## config.mk

```make
export PLATFORM = sky130hd
export DESIGN_NAME = pdp11_operand_fetch
export DESIGN_NICKNAME = d
export VERILOG_FILES = /design/src/rtl/pdp11_operand_fetch.sv
export SDC_FILE = /design/constraint.sdc
export NUM_CORES = 1
export LEC_CHECK = 0
export ABC_AREA = 1
export ABC_CLOCK_PERIOD_IN_PS = 7500
export CORE_ASPECT_RATIO = 0.9
export CORE_MARGIN = 5
export CORE_UTILIZATION = 35
export DETAILED_ROUTE_END_ITERATION = 12
export HOLD_SLACK_MARGIN = 0.15
export PLACE_DENSITY_LB_ADDON = 0.2
export SLEW_MARGIN = 20
export SYNTH_ARGS = -nofsm -noshare
export SYNTH_HDL_FRONTEND = slang
export SYNTH_SLANG_ARGS = --single-unit
```

## constraint.sdc

```tcl
create_clock -name clk -period 7.5 [get_ports clk]
set_clock_uncertainty 0.2 [all_clocks]
set_input_delay 1.5 -clock clk [delete_from_list [all_inputs] [get_ports clk]]
set_output_delay 1.5 -clock clk [all_outputs]
set_load 0.005 [all_outputs]
```

## src/rtl/pdp11_operand_fetch.sv

```systemverilog
// pdp11_operand_fetch: sequential PDP-11 operand fetch for addressing modes 0-7, with register side effects.
//   clk, reset_n (async, active-low)
//   start/mode/reg_sel/byte_op : operand specifier and launch pulse
//   busy, done, operand, ea    : status and result (operand/ea hold until the next done)
//   rf_rd_addr/rf_rd_data      : register-file read port (combinational read)
//   rf_wr_en/addr/data         : register-file write port (autoinc/autodec, PC bump)
//   mem_req/addr/rdata/ack     : data-memory read handshake
//   addr_trap                  : odd word-address pulse, only when ODD_ADDR_TRAP_EN is defined;
//                                otherwise word addresses are forced even
module pdp11_operand_fetch #(
    parameter int DATA_WIDTH = 16,
    parameter int ADDR_WIDTH = 16,
    parameter int NUM_REGS   = 8
) (
    input  logic                        clk,
    input  logic                        reset_n,
    input  logic                        start,
    input  logic [2:0]                  mode,
    input  logic [$clog2(NUM_REGS)-1:0] reg_sel,
    input  logic                        byte_op,
    output logic                        busy,
    output logic                        done,
    output logic [DATA_WIDTH-1:0]       operand,
    output logic [ADDR_WIDTH-1:0]       ea,
    output logic [$clog2(NUM_REGS)-1:0] rf_rd_addr,
    input  logic [DATA_WIDTH-1:0]       rf_rd_data,
    output logic                        rf_wr_en,
    output logic [$clog2(NUM_REGS)-1:0] rf_wr_addr,
    output logic [DATA_WIDTH-1:0]       rf_wr_data,
    output logic                        mem_req,
    output logic [ADDR_WIDTH-1:0]       mem_addr,
    input  logic [DATA_WIDTH-1:0]       mem_rdata,
    input  logic                        mem_ack,
    output logic                        addr_trap
);
    localparam int RW = $clog2(NUM_REGS);
    localparam int HW = DATA_WIDTH / 2;
    localparam logic [RW-1:0] PC = RW'(NUM_REGS - 1);
    localparam logic [RW-1:0] SP = RW'(NUM_REGS - 2);

    typedef enum logic [2:0] {IDLE, PREDEC, IDX_FETCH, PTR_FETCH, OPND_FETCH, DONE} state_t;

    state_t state, nxt_state;
    logic [RW-1:0] rn_q, cur_rn, wr_addr;
    logic ptr_q, byte_q, cur_ptr, cur_byte, issue, nxt_word, wr_en, trap, sel_hi;
    logic [DATA_WIDTH-1:0] tmp, inc, base, nxt_addr, wr_val, src, opnd_val;

    // In IDLE the specifier comes straight from the inputs; afterwards from the latched copy.
    assign cur_rn   = (state == IDLE) ? reg_sel : rn_q;
    assign cur_ptr  = (state == IDLE) ? mode[0] : ptr_q;
    assign cur_byte = (state == IDLE) ? byte_op : byte_q;
    assign inc      = (cur_byte && cur_rn < SP && !cur_ptr) ? DATA_WIDTH'(1) : DATA_WIDTH'(2);
    // tmp holds the PC sampled at start; X(PC) must see the already-bumped PC.
    assign base     = (rn_q == PC) ? tmp + DATA_WIDTH'(2) : rf_rd_data;
    assign src      = (state == IDLE) ? rf_rd_data : mem_rdata;
    assign sel_hi   = (state != IDLE) && mem_addr[0];
    assign opnd_val = !cur_byte ? src : sel_hi ? DATA_WIDTH'(src[DATA_WIDTH-1:HW]) : DATA_WIDTH'(src[HW-1:0]);

    assign busy       = state != IDLE;
    assign done       = state == DONE;
    assign mem_req    = state == IDX_FETCH || state == PTR_FETCH || state == OPND_FETCH;
    assign rf_rd_addr = (state == IDLE && start) ? (mode[2:1] == 2'b11 ? PC : reg_sel) : rn_q;
    assign rf_wr_en   = wr_en && !trap;
    assign rf_wr_addr = rf_wr_en ? wr_addr : '0;
    assign rf_wr_data = rf_wr_en ? wr_val : '0;

`ifdef ODD_ADDR_TRAP_EN
    assign trap = issue && nxt_word && nxt_addr[0];
`else
    assign trap = 1'b0;
`endif

    always_comb begin
        nxt_state = state;
        issue     = 1'b0;
        nxt_addr  = '0;
        nxt_word  = 1'b1;
        wr_en     = 1'b0;
        wr_addr   = cur_rn;
        wr_val    = '0;
        case (state)
            IDLE: if (start) begin
                case (mode)
                    3'd0: nxt_state = DONE;
                    3'd1, 3'd2: begin
                        nxt_state = OPND_FETCH;
                        issue     = 1'b1;
                        nxt_addr  = rf_rd_data;
                        nxt_word  = !byte_op;
                    end
                    3'd3: begin
                        nxt_state = PTR_FETCH;
                        issue     = 1'b1;
                        nxt_addr  = rf_rd_data;
                    end
                    3'd4, 3'd5: nxt_state = PREDEC;
                    default: begin
                        nxt_state = IDX_FETCH;
                        issue     = 1'b1;
                        nxt_addr  = rf_rd_data;
                    end
                endcase
                wr_en  = mode == 3'd2 || mode == 3'd3;
                wr_val = rf_rd_data + inc;
            end
            PREDEC: begin
                nxt_state = ptr_q ? PTR_FETCH : OPND_FETCH;
                issue     = 1'b1;
                nxt_addr  = rf_rd_data - inc;
                nxt_word  = ptr_q || !byte_q;
                wr_en     = 1'b1;
                wr_val    = rf_rd_data - inc;
            end
            IDX_FETCH: if (mem_ack) begin
                nxt_state = ptr_q ? PTR_FETCH : OPND_FETCH;
                issue     = 1'b1;
                nxt_addr  = base + mem_rdata;
                nxt_word  = ptr_q || !byte_q;
                wr_en     = 1'b1;
                wr_addr   = PC;
                wr_val    = tmp + DATA_WIDTH'(2);
            end
            PTR_FETCH: if (mem_ack) begin
                nxt_state = OPND_FETCH;
                issue     = 1'b1;
                nxt_addr  = mem_rdata;
                nxt_word  = !byte_q;
            end
            OPND_FETCH: if (mem_ack) nxt_state = DONE;
            default: nxt_state = IDLE;
        endcase
    end

    always_ff @(posedge clk or negedge reset_n) begin
        if (!reset_n) begin
            state     <= IDLE;
            rn_q      <= '0;
            ptr_q     <= 1'b0;
            byte_q    <= 1'b0;
            tmp       <= '0;
            mem_addr  <= '0;
            operand   <= '0;
            ea        <= '0;
            addr_trap <= 1'b0;
        end else begin
            addr_trap <= trap;
            state     <= trap ? IDLE : nxt_state;
            if (state == IDLE && start) begin
                rn_q   <= reg_sel;
                ptr_q  <= mode[0];
                byte_q <= byte_op;
                tmp    <= rf_rd_data;
            end
            if (issue && !trap)
                mem_addr <= nxt_word ? {nxt_addr[ADDR_WIDTH-1:1], 1'b0} : nxt_addr[ADDR_WIDTH-1:0];
            if (state == IDLE && start && mode == 3'd0) begin
                operand <= opnd_val;
                ea      <= '0;
            end
            if (state == OPND_FETCH && mem_ack) begin
                operand <= opnd_val;
                ea      <= mem_addr;
            end
        end
    end
endmodule
```

==> results of run 1 <==
cell usage after synthesis (6+ instances only):
master                      count
sky130_fd_sc_hd__o21bai_1       8
sky130_fd_sc_hd__o2111ai_1      7
sky130_fd_sc_hd__nand3_1      101
sky130_fd_sc_hd__buf_2         17
sky130_fd_sc_hd__a31oi_1        8
sky130_fd_sc_hd__nor3_1        13
sky130_fd_sc_hd__o211ai_1      10
sky130_fd_sc_hd__nand2_1      220
sky130_fd_sc_hd__clkbuf_1      13
sky130_fd_sc_hd__a21oi_1       48
sky130_fd_sc_hd__o21ai_0       83
sky130_fd_sc_hd__dfrtp_1       72
sky130_fd_sc_hd__nand3b_1       6
sky130_fd_sc_hd__nand4_1       21
sky130_fd_sc_hd__ha_1          21
sky130_fd_sc_hd__xor2_1        11
sky130_fd_sc_hd__inv_1        103
sky130_fd_sc_hd__inv_2          8
sky130_fd_sc_hd__nor2_1        65
state kept, by name, summed over array words and instances (netlist names):
name / cells
rn_q: 3
ea: 16
operand: 16
tmp: 16
mem_addr: 16
byte_q: 1
ptr_q: 1
state: 3
final timing paths:
kind	endpoint	slack, ns	depth (start not counted)
worst min-delay path	ea[9]	0.29	2
worst min register to register	ea[9]	0.29	2
worst max-delay path	rf_wr_data[12]	0.82	18
min in group asynchronous	ea[1]	1.09	1
worst max register to register	mem_addr[8]	3.23	16
max in group asynchronous	tmp[8]	5.38	1
layout make-up:
type | instances | area (um^2)
fillers | 1737 | 9230
multi-input cells | 679 | 3600
flip-flops and latches | 72 | 1800
repair buffers | 121 | 1200
inverters | 112 | 420
well taps | 211 | 264
clock buffers | 10 | 229
clock inverters | 6 | 92.6
routing by layer:
metal | vias up | global-route usage, % | wire [um]
li1 | 3217 | - | -
met1 | 3032 | 32.1 | 10600
met2 | 233 | 32.6 | 9300
met3 | 16 | 4.22 | 1560
met4 | 0 | 4.26 | 208
met5 | - | 0 | 0
cells by family (layout without fill, tap and decap cells):
logic type | count (synthesis) | in the layout | synth area share (%)
AND/OR/NAND/NOR | 448 | 448 | 33.7
buffers and inverters | 149 | 249 | 9.99
XOR/XNOR | 14 | 14 | 2.04
AO/OA/AOI/OAI | 192 | 192 | 18.8
adder cells (fa/ha/maj) | 24 | 24 | 5.38
other | 1 | 1 | 0.0625
flip-flops | 72 | 72 | 30.0
worst max-delay path, stage by stage:
cell and delay, ns:
sky130_fd_sc_hd__clkdlybuf4s50_1 0.47, sky130_fd_sc_hd__inv_1 0.19, sky130_fd_sc_hd__o21ai_0 0.11, sky130_fd_sc_hd__nor3_1 0.27
sky130_fd_sc_hd__ha_1 0.23, sky130_fd_sc_hd__inv_1 0.06, sky130_fd_sc_hd__fa_1 0.39, sky130_fd_sc_hd__nand3b_1 0.22
sky130_fd_sc_hd__nor2_2 0.15, sky130_fd_sc_hd__nand4_1 0.17, sky130_fd_sc_hd__nor2_1 0.22, sky130_fd_sc_hd__inv_1 0.09
sky130_fd_sc_hd__o21ai_0 0.14, sky130_fd_sc_hd__nand2_1 0.07, sky130_fd_sc_hd__nand3b_1 0.09, sky130_fd_sc_hd__nand2_1 0.06
sky130_fd_sc_hd__inv_1 0.06, sky130_fd_sc_hd__clkdlybuf4s50_1 0.49
report_power, final:
group / total (mW) / switching (mW) / leakage (nW) / internal [mW]
combinational: 1.52 / 0.882 / 2.49 / 0.640
sequential: 0.711 / 0.142 / 0.899 / 0.570
clock: 0.473 / 0.180 / 0.149 / 0.293
metrics by stage:
stage	hold slack, ns	cells	setup WS [ns]	utilization [%]
5_1_grt	0.326	1211	0.524	45.2
3_5_place_dp	0.286	1195	0.888	43.3
4_1_cts	0.300	1211	0.858	45.2
3_3_place_gp	0.282	1195	0.932	43.3
6_report	0.292	1211	0.823	45.2
2_1_floorplan	0.275	900	1.83	-
==> results.py, run 1 <==
metrics = {
    "power_and_ir_drop": {
        "p_leak_nw": 3.54,
        "max-vdd-ir-drop_v": 0.000136,
        "power_per_cell_area_nw_per_um2": 356,
        "power.total_mw": 2.71,
    },
    "placement": {
        "postPlaceCellArea_um2": 7280,
        "dp.final_hpwl_mm": 16.6,
        "port_buffers": 116,
        "globalplace.congestion": 0.903,
    },
    "yosys": {
        "yosys-top-cells-area": "sky130_fd_sc_hd__dfrtp_1 (30%), sky130_fd_sc_hd__nand2_1 (14%), sky130_fd_sc_hd__nand3_1 (8.4%)",
        "ys_ff_latch": 72,
        "synth_top_flop_cell": "sky130_fd_sc_hd__dfrtp_1",
        "yosysTopAreaCell": "sky130_fd_sc_hd__dfrtp_1",
        "netlist.area_leader.share_pct": 30.0,
        "synth.distinct_cells": 54,
        "synth_cells": 900,
        "synth.yosys.seq_area_share_pct": 30.0,
        "synthArstFlopShare_pct": 100,
        "synth.avg_cell_area_um2": 6.67,
        "mappedNetlistNets": 967,
        "yosys_warnings": 0,
        "synth_edf_count": 0,
        "synth_area_um2": 6000,
    },
    "finish": {
        "final_design_area_no_fill_um2": 7600,
        "mostFrequentLayoutCell": "sky130_fd_sc_hd__nand2_1",
        "antenna-diode-count": 0,
        "final_layout_size_suffix_gt1_share_pct": 5.30,
        "mostFrequentLayoutCells": "sky130_fd_sc_hd__nand2_1 (220), sky130_fd_sc_hd__clkdlybuf4s50_1 (115), sky130_fd_sc_hd__inv_1 (103), sky130_fd_sc_hd__nand3_1 (101), sky130_fd_sc_hd__o21ai_0 (83)",
        "fin_nets": 1062,
        "layout_overhead_on_the_synthesized_area_pct": 26.7,
    },
    "sta": {
        "tns_ns": 0,
        "final-setup-viol-count": 0,
        "slew_violations": 0,
        "min_period_over_period_pct": 89.0,
        "maxClockFrequency_mhz": 150,
        "timing.slew.headroom_pct": 36.6,
        "worst-slew-pin-transition_ns": 0.951,
        "timing.final.hold_violations": 0,
        "rsz_0062_raised_after_global_routing": "no",
        "post-route-min-period_ns": 6.68,
    },
    "grt": {
        "globalRoute.totalOverflow": 0,
        "antenna_found_initial": 0,
        "via_count_of_the_first_global_routing_pass": 6007,
        "grt_use_total_pct": 21.6,
        "grt_start_max_net_pins": 73,
        "grt_first_pass_wirelength_mm": 33.7,
    },
    "detailed_routing": {
        "avgViaCountPerCell": 5.37,
        "antenna_violating_nets_remaining": 0,
        "detail_route.wirelength_mm": 21.7,
        "detail_route.iter0.violations": 557,
        "wl_per_cell_um": 17.9,
        "post-route-drc-count": 0,
        "vias": 6498,
        "drt_pass1_iterations": 5,
    },
    "clock_network": {
        "ctsRootBufferMaster": "sky130_fd_sc_hd__clkbuf_16",
        "postCtsSetupBuffers": 0,
        "cts_buffers": 9,
        "clock_tree.buffer_depth": 2,
        "cts_tree": "built",
        "clock_tree.htree_level_count": 3,
        "clock_sinks": 72,
        "cts_hold_buf": 0,
        "clk_pin_slew_ns": 0.06,
        "clock_latency_ns": 0.35,
        "resize_count_post_cts": 0,
    },
    "critical_path": {
        "critical_setup_path_kind": "input pin to output pin",
        "regToRegStartpoint": "rn_q[0]",
        "worstPathMaxFanout": 5,
        "worst_setup_startpoint": "mode[0]",
        "crit_end_element": "output pin",
        "required_ns": 5.80,
        "setup.worst_path.start_class": "input pin",
        "cp_data_arrival_time_ns": 4.98,
    },
    "worst_hold_path": {
        "worstHoldStart": "ea[9]",
        "hold_path_class": "flip-flop to flip-flop",
    },
    "die": {
        "fp.dieW_um": 148,
        "height_of_the_chip_um": 134,
        "placeableCoreArea_um2": 16800,
        "io_pins": 118,
        "std_cell_rows": 45,
        "initial_cell_density_of_the_core_pct": 35.7,
        "floorplan.die_area_um2": 19900,
    },
    "run": {
        "drv_cap": 0,
    },
    "outcome": {
        "outcome": "finished clean",
    },
}
Note: power is estimated with default switching activity, not from simulation.
==> run 2, diff against run 1 <==
--- a/config.mk
+++ b/config.mk
@@ -13,6 +13,7 @@
 export DETAILED_ROUTE_END_ITERATION = 12
 export HOLD_SLACK_MARGIN = 0.15
 export PLACE_DENSITY_LB_ADDON = 0.2
+export REMOVE_ABC_BUFFERS = 1
 export SLEW_MARGIN = 20
 export SYNTH_ARGS = -nofsm -noshare
 export SYNTH_HDL_FRONTEND = slang
==> results.py, run 2 (synthesis results as in run 1) <==
metrics = {
    "outcome": {
        "outcome": "finished clean",
    },
    "placement": {
        "port_buffers": 116,
        "globalplace.congestion": 0.913,
        "dp.final_hpwl_mm": 16.5,
        "place_inst": 1197,
    },
    "power_and_ir_drop": {
        "net-switching-power_mw": 1.20,
        "power_per_cell_area_nw_per_um2": 359,
        "p_int_mw": 1.54,
        "switching_share_pct": 43.8,
        "seqPwrFrac_pct": 25.8,
        "power_frac_comb_pct": 55.6,
        "power_frac_clock_pct": 18.6,
        "max-vdd-ir-drop_v": 0.000137,
        "p_leak_nw": 3.57,
    },
    "critical_path": {
        "cpMaxStageDelayCell": "sky130_fd_sc_hd__clkdlybuf4s50_1",
        "crit_path_top_cell_by_count": "sky130_fd_sc_hd__inv_1",
        "path_cells": "clkdlybuf4s50_1 > inv_1 > o21ai_0 > nor3_1 > ha_1 > inv_1 > fa_1 > nand3b_1 > nor2_2 > nand4_1 > nor2_1 > inv_1 > o21ai_0 > nand2_1 > nand3b_1 > nand2_1 > inv_1 > clkdlybuf4s50_1",
        "setup.worst_path.start_class": "input pin",
        "worst_setup_startpoint": "mode[0]",
        "ff2ff_path_depth": 18,
        "regToRegStartpoint": "state[0]",
        "worstPathMaxFanout": 5,
        "required_ns": 5.80,
        "timing.reg2reg.setup_slack_ns": 3.38,
        "reg_to_reg_critical_path_endpoint": "mem_addr[8]",
        "crit_end_element": "output pin",
        "cp_data_arrival_time_ns": 5.00,
        "critical_setup_path_kind": "input pin to output pin",
        "crit_end": "rf_wr_data[12]",
        "critical-path-max-stage-delay_ns": 0.49,
    },
    "grt": {
        "grt_use_total_pct": 21.9,
        "global_route.peak_usage_layer": "met1",
        "globalRoute.totalOverflow": 0,
        "grt_first_pass_wirelength_mm": 34.1,
        "via_count_of_the_first_global_routing_pass": 6148,
        "global_route_met2_usage_pct": 32.6,
        "antenna_found_initial": 0,
        "groute.layer.met1.usage_pct": 32.7,
        "met3_capacity_usage_during_global_routing_pct": 4.53,
        "grt_start_max_net_pins": 73,
    },
    "clock_network": {
        "ctsRootBufferMaster": "sky130_fd_sc_hd__clkbuf_16",
        "cts_buffers": 9,
        "clock_latency_ns": 0.35,
        "clock_tree.buffer_depth": 2,
        "cts_hold_buf": 0,
        "clk_pin_slew_ns": 0.06,
        "clock_sinks": 72,
        "resize_count_post_cts": 0,
        "clock_tree.htree_level_count": 3,
        "postCtsSetupBuffers": 0,
        "cts_tree": "built",
    },
    "die": {
        "std_cell_rows": 45,
        "height_of_the_chip_um": 134,
        "io_pins": 118,
        "initial_cell_density_of_the_core_pct": 35.7,
        "placeableCoreArea_um2": 16800,
        "fp.dieW_um": 148,
        "floorplan.die_area_um2": 19900,
    },
    "worst_hold_path": {
        "hold_path_class": "flip-flop to flip-flop",
        "worstHoldStart": "ea[6]",
    },
    "detailed_routing": {
        "drt_pass1_iterations": 6,
        "wl_per_cell_um": 17.8,
        "vias": 6505,
        "detail_route.iter0.violations": 622,
        "detail_route.wirelength_mm": 21.6,
        "antenna_violating_nets_remaining": 0,
        "post-route-drc-count": 0,
        "avgViaCountPerCell": 5.36,
    },
    "finish": {
        "seqCellArea_um2": 1800,
        "layout_overhead_on_the_synthesized_area_pct": 27.3,
        "antenna-diode-count": 0,
        "final_layout_size_suffix_gt1_share_pct": 5.49,
        "final_cell_count_no_fill": 1213,
        "multiInputGateArea_um2": 3600,
        "mostFrequentLayoutCell": "sky130_fd_sc_hd__nand2_1",
        "fin_nets": 1064,
        "layout.filler_cells": 1784,
        "mostFrequentLayoutCells": "sky130_fd_sc_hd__nand2_1 (220), sky130_fd_sc_hd__clkdlybuf4s50_1 (115), sky130_fd_sc_hd__inv_1 (103), sky130_fd_sc_hd__nand3_1 (101), sky130_fd_sc_hd__o21ai_0 (83)",
    },
    "sta": {
        "worst-slew-pin-transition_ns": 0.950,
        "post-route-min-period_ns": 6.70,
        "rsz_0062_raised_after_global_routing": "no",
        "slew_violations": 0,
        "final-setup-viol-count": 0,
        "maxClockFrequency_mhz": 149,
        "min_period_over_period_pct": 89.4,
        "timing.final.hold_violations": 0,
        "tns_ns": 0,
        "timing.slew.headroom_pct": 36.7,
    },
    "run": {
        "drv_cap": 0,
    },
}
run 2: changes by cell type in the layout (fill, tap and decap cells not counted), sizes merged:
cell and delta:
bufinv +1, buf +2, clkinvlp -1
run 2: worst min-delay path by stage:
stage / to / slack (ns) / cells past startpoint
after global routing: ea[13] / 0.32 / 2
after global placement: ea[4] / 0.28 / 2
final: ea[6] / 0.30 / 2
after detailed placement: ea[6] / 0.29 / 2
after CTS: ea[6] / 0.30 / 2
after floorplan: tmp[0] / 0.27 / 2
run 2: final cells by class:
cell class                      instances  area share, %
Clock buffer                           10           3.00
Clock inverter                          6           1.51
Inverter                              112           5.50
Multi-Input combinational cell        679           47.1
Sequential cell                        72           23.6
Tap cell                              211           3.45
Timing Repair Buffer                  123           15.8
run 2: power by group through the flow:
stage                     combinational (mW)  clock (mW)  sequential, mW
after floorplan                        0.819           0           0.697
after CTS                               1.53       0.517           0.709
after global routing                    1.70       0.535           0.736
after detailed placement                1.52           0           0.715
after global placement                  1.51           0           0.711
final                                   1.53       0.510           0.709
run 2: metrics by stage:
stage | power [mW] | hold WS (ns) | utilization [%] | area [um^2] | worst slack (ns)
floorplan | 1.52 | 0.275 | - | 5820 | 1.83
detailed placement | 2.23 | 0.288 | 43.4 | 7300 | 0.848
CTS | 2.75 | 0.302 | 45.4 | 7640 | 0.824
global route | 2.97 | 0.319 | 45.4 | 7640 | 0.516
global placement | 2.22 | 0.282 | 43.4 | 7300 | 0.890
finish | 2.75 | 0.297 | 45.4 | 7640 | 0.798
run 2: critical path, delay by kind of cell:
family                     cells  cell delay, ns
adders and majority gates      2            0.63
and+or+nand+nor                8            1.27
AOI/OAI and AO/OA              2            0.25
buffers and inverters          6            1.35
run 2: metal layers:
layer	vias to the layer above	routed length (um)
met1	3028	10500
li1	3219	-
met5	-	0
met4	0	213
met3	17	1620
met2	241	9330
==> run 3, diff against run 2 <==
--- a/config.mk
+++ b/config.mk
@@ -5,7 +5,6 @@
 export SDC_FILE = /design/constraint.sdc
 export NUM_CORES = 1
 export LEC_CHECK = 0
-export ABC_AREA = 1
 export ABC_CLOCK_PERIOD_IN_PS = 7500
 export CORE_ASPECT_RATIO = 0.9
 export CORE_MARGIN = 5
==> results.py, run 3 <==
metrics = {
    "detailed_routing": {
        "drt_pass1_iterations": 8,
        "wl_per_cell_um": 18.6,
        "avgViaCountPerCell": 5.54,
        "vias": 5814,
        "detail_route.iter0.violations": 512,
        "antenna_violating_nets_remaining": 0,
        "detail_route.wirelength_mm": 19.5,
        "post-route-drc-count": 0,
    },
    "finish": {
        "final_layout_size_suffix_gt1_share_pct": 5.23,
        "layout_overhead_on_the_synthesized_area_pct": 28.8,
        "antenna-diode-count": 0,
        "mostFrequentLayoutCells": "sky130_fd_sc_hd__nand2_1 (164), sky130_fd_sc_hd__clkdlybuf4s50_1 (115), sky130_fd_sc_hd__dfrtp_1 (72), sky130_fd_sc_hd__a21oi_1 (60), sky130_fd_sc_hd__o21ai_0 (60)",
        "fin_nets": 904,
        "layout.filler_cells": 1629,
        "mostFrequentLayoutCell": "sky130_fd_sc_hd__nand2_1",
        "multiInputGateArea_um2": 3630,
        "final_design_area_no_fill_um2": 7320,
        "seqCellArea_um2": 1800,
    },
    "worst_hold_path": {
        "worstHoldStart": "operand[15]",
        "worstHoldPathCells": 2,
        "hold_path_class": "flip-flop to flip-flop",
    },
    "clock_network": {
        "postCtsSetupBuffers": 0,
        "ctsRootBufferMaster": "sky130_fd_sc_hd__clkbuf_16",
        "cts_hold_buf": 0,
        "resize_count_post_cts": 0,
        "clock_tree.buffer_depth": 2,
        "clock_latency_ns": 0.35,
        "clk_pin_slew_ns": 0.06,
        "cts_tree": "built",
        "clock_sinks": 72,
        "clock_tree.htree_level_count": 3,
        "cts_buffers": 9,
    },
    "critical_path": {
        "critical-path-max-stage-delay_ns": 0.55,
        "required_ns": 5.80,
        "worst_setup_startpoint": "mode[0]",
        "crit_path_top_cell_by_count": "sky130_fd_sc_hd__clkdlybuf4s50_1",
        "critical_setup_path_kind": "input pin to output pin",
        "worstPathMaxFanout": 8,
        "path_cells": "clkdlybuf4s50_1 > a21oi_1 > nand2_1 > a21o_1 > inv_1 > ha_1 > fa_1 > or3b_2 > nor4_1 > mux2i_1 > o221a_2 > nor2_1 > clkdlybuf4s50_1",
        "crit_end_element": "output pin",
        "setup.worst_path.start_class": "input pin",
        "regToRegStartpoint": "state[2]",
        "cpMaxStageDelayCell": "sky130_fd_sc_hd__or3b_2",
        "ff2ff_path_depth": 12,
        "cp_data_arrival_time_ns": 5.15,
    },
    "sta": {
        "timing.slew.headroom_pct": 31.0,
        "worst-slew-pin-transition_ns": 1.03,
        "rsz_0062_raised_after_global_routing": "no",
        "tns_ns": 0,
        "timing.final.hold_violations": 0,
        "slew_violations": 0,
        "post-route-min-period_ns": 6.85,
        "maxClockFrequency_mhz": 146,
        "min_period_over_period_pct": 91.3,
        "final-setup-viol-count": 0,
    },
    "power_and_ir_drop": {
        "p_leak_nw": 3.01,
        "power_per_cell_area_nw_per_um2": 357,
        "max-vdd-ir-drop_v": 0.000205,
    },
    "placement": {
        "globalplace.congestion": 0.918,
        "dp.final_hpwl_mm": 14.6,
        "port_buffers": 116,
        "postPlaceCellArea_um2": 7010,
    },
    "grt": {
        "grt_start_max_net_pins": 73,
        "via_count_of_the_first_global_routing_pass": 5227,
        "globalRoute.totalOverflow": 0,
        "antenna_found_initial": 0,
        "grt_first_pass_wirelength_mm": 30.4,
        "grt_use_total_pct": 20.7,
    },
    "die": {
        "height_of_the_chip_um": 131,
        "io_pins": 118,
        "initial_cell_density_of_the_core_pct": 35.5,
        "floorplan.die_area_um2": 18900,
        "placeableCoreArea_um2": 16000,
        "fp.dieW_um": 144,
        "std_cell_rows": 44,
    },
    "yosys": {
        "synthTopCellsByCount": "sky130_fd_sc_hd__nand2_1 (164), sky130_fd_sc_hd__dfrtp_1 (72), sky130_fd_sc_hd__a21oi_1 (61)",
        "synth.distinct_cells": 64,
        "yosys_warnings": 0,
        "netlist.area_leader.share_pct": 31.7,
        "synthArstFlopShare_pct": 100,
        "synth_top_flop_cell": "sky130_fd_sc_hd__dfrtp_1",
        "yosysTopAreaCell": "sky130_fd_sc_hd__dfrtp_1",
        "ys_ff_latch": 72,
        "synth.yosys.seq_area_share_pct": 31.7,
        "yosys-top-cells-area": "sky130_fd_sc_hd__dfrtp_1 (32%), sky130_fd_sc_hd__nand2_1 (11%), sky130_fd_sc_hd__a21oi_1 (5.4%)",
        "yosysMostFrequentCell": "sky130_fd_sc_hd__nand2_1",
        "synth_cells": 753,
        "synth_edf_count": 0,
        "synth_area_um2": 5680,
        "synth.avg_cell_area_um2": 7.55,
    },
    "outcome": {
        "outcome": "finished clean",
    },
    "run": {
        "drv_cap": 0,
    },
}
-- run 3: cell types whose count changed after synthesis, sizes merged, moves of 16 or more --
| cell | delta |
|---|---|
| buf | -16 |
| o21ai | -28 |
| nand2 | -60 |
| inv | -97 |
| a22o | +17 |
| nand3 | -76 |
| clkbuf | +36 |
| nor2 | -21 |
| xnor2 | +25 |
-- run 3: final timing paths --
kind | slack, ns | endpoint
max | 0.65 | rf_wr_data[14]
min | 0.28 | operand[15]
max reg2reg | 3.17 | mem_addr[6]
min reg2reg | 0.28 | operand[15]
max in group asynchronous | 5.38 | mem_addr[2]
min in group asynchronous | 1.10 | rn_q[0]
-- run 3: critical path, delay by kind of cell --
kind            cells  cell delay, ns
buf+inv             3            1.19
simple gates        4            1.09
compound gates      3            0.65
fa+ha+maj           2            0.40
mux                 1            0.30
-- run 3: area by class of cell --
type | count | share of cell area, %
inverters | 14 | 0.718
clock inverters | 4 | 0.718
repair buffers | 130 | 17.3
multi-input cells | 610 | 49.6
well taps | 207 | 3.54
clock buffers | 12 | 3.50
flip-flops and latches | 72 | 24.6
-- run 3: metal layers --
metal	part of all wire (%)	wire length (um)	global-route usage [%]	vias to the layer above
li1	-	-	-	2824
met1	48	9350	31.4	2744
met2	44	8510	30.8	232
met3	7.6	1480	3.49	14
met4	0.88	171	4.88	0
met5	0	0	0	-
-- run 3: logic make-up (layout without fill, tap and decap cells) --
group,after synthesis,in the layout,synth area share (%)
AOI/OAI and AO/OA,213,213,23.7
xor gates and xnor gates,46,46,7.09
adders and majority gates,24,24,5.68
buffers and inverters,71,160,4.89
DFF,72,72,31.7
muxes,12,12,2.16
other,1,1,0.0660
and+or+nand+nor,314,314,24.7
-- run 3: where the power goes --
| part | switching, mW | leakage (nW) | internal [mW] |
|---|---|---|---|
| clock network | 0.174 | 0.153 | 0.276 |
| registers | 0.196 | 0.897 | 0.570 |
| logic | 0.723 | 1.96 | 0.677 |
-- run 3: per-stage QoR --
stage          power [mW]  hold slack [ns]  instances  util, %  setup slack, ns
6_report             2.62            0.277       1049     45.7            0.649
2_1_floorplan        1.49            0.268        696        -            0.854
3_5_place_dp         2.16            0.273       1033     43.8            0.679
5_1_grt              2.82            0.309       1049     45.7            0.445
3_3_place_gp         2.16            0.262       1033     43.8            0.794
4_1_cts              2.62            0.286       1049     45.7            0.659
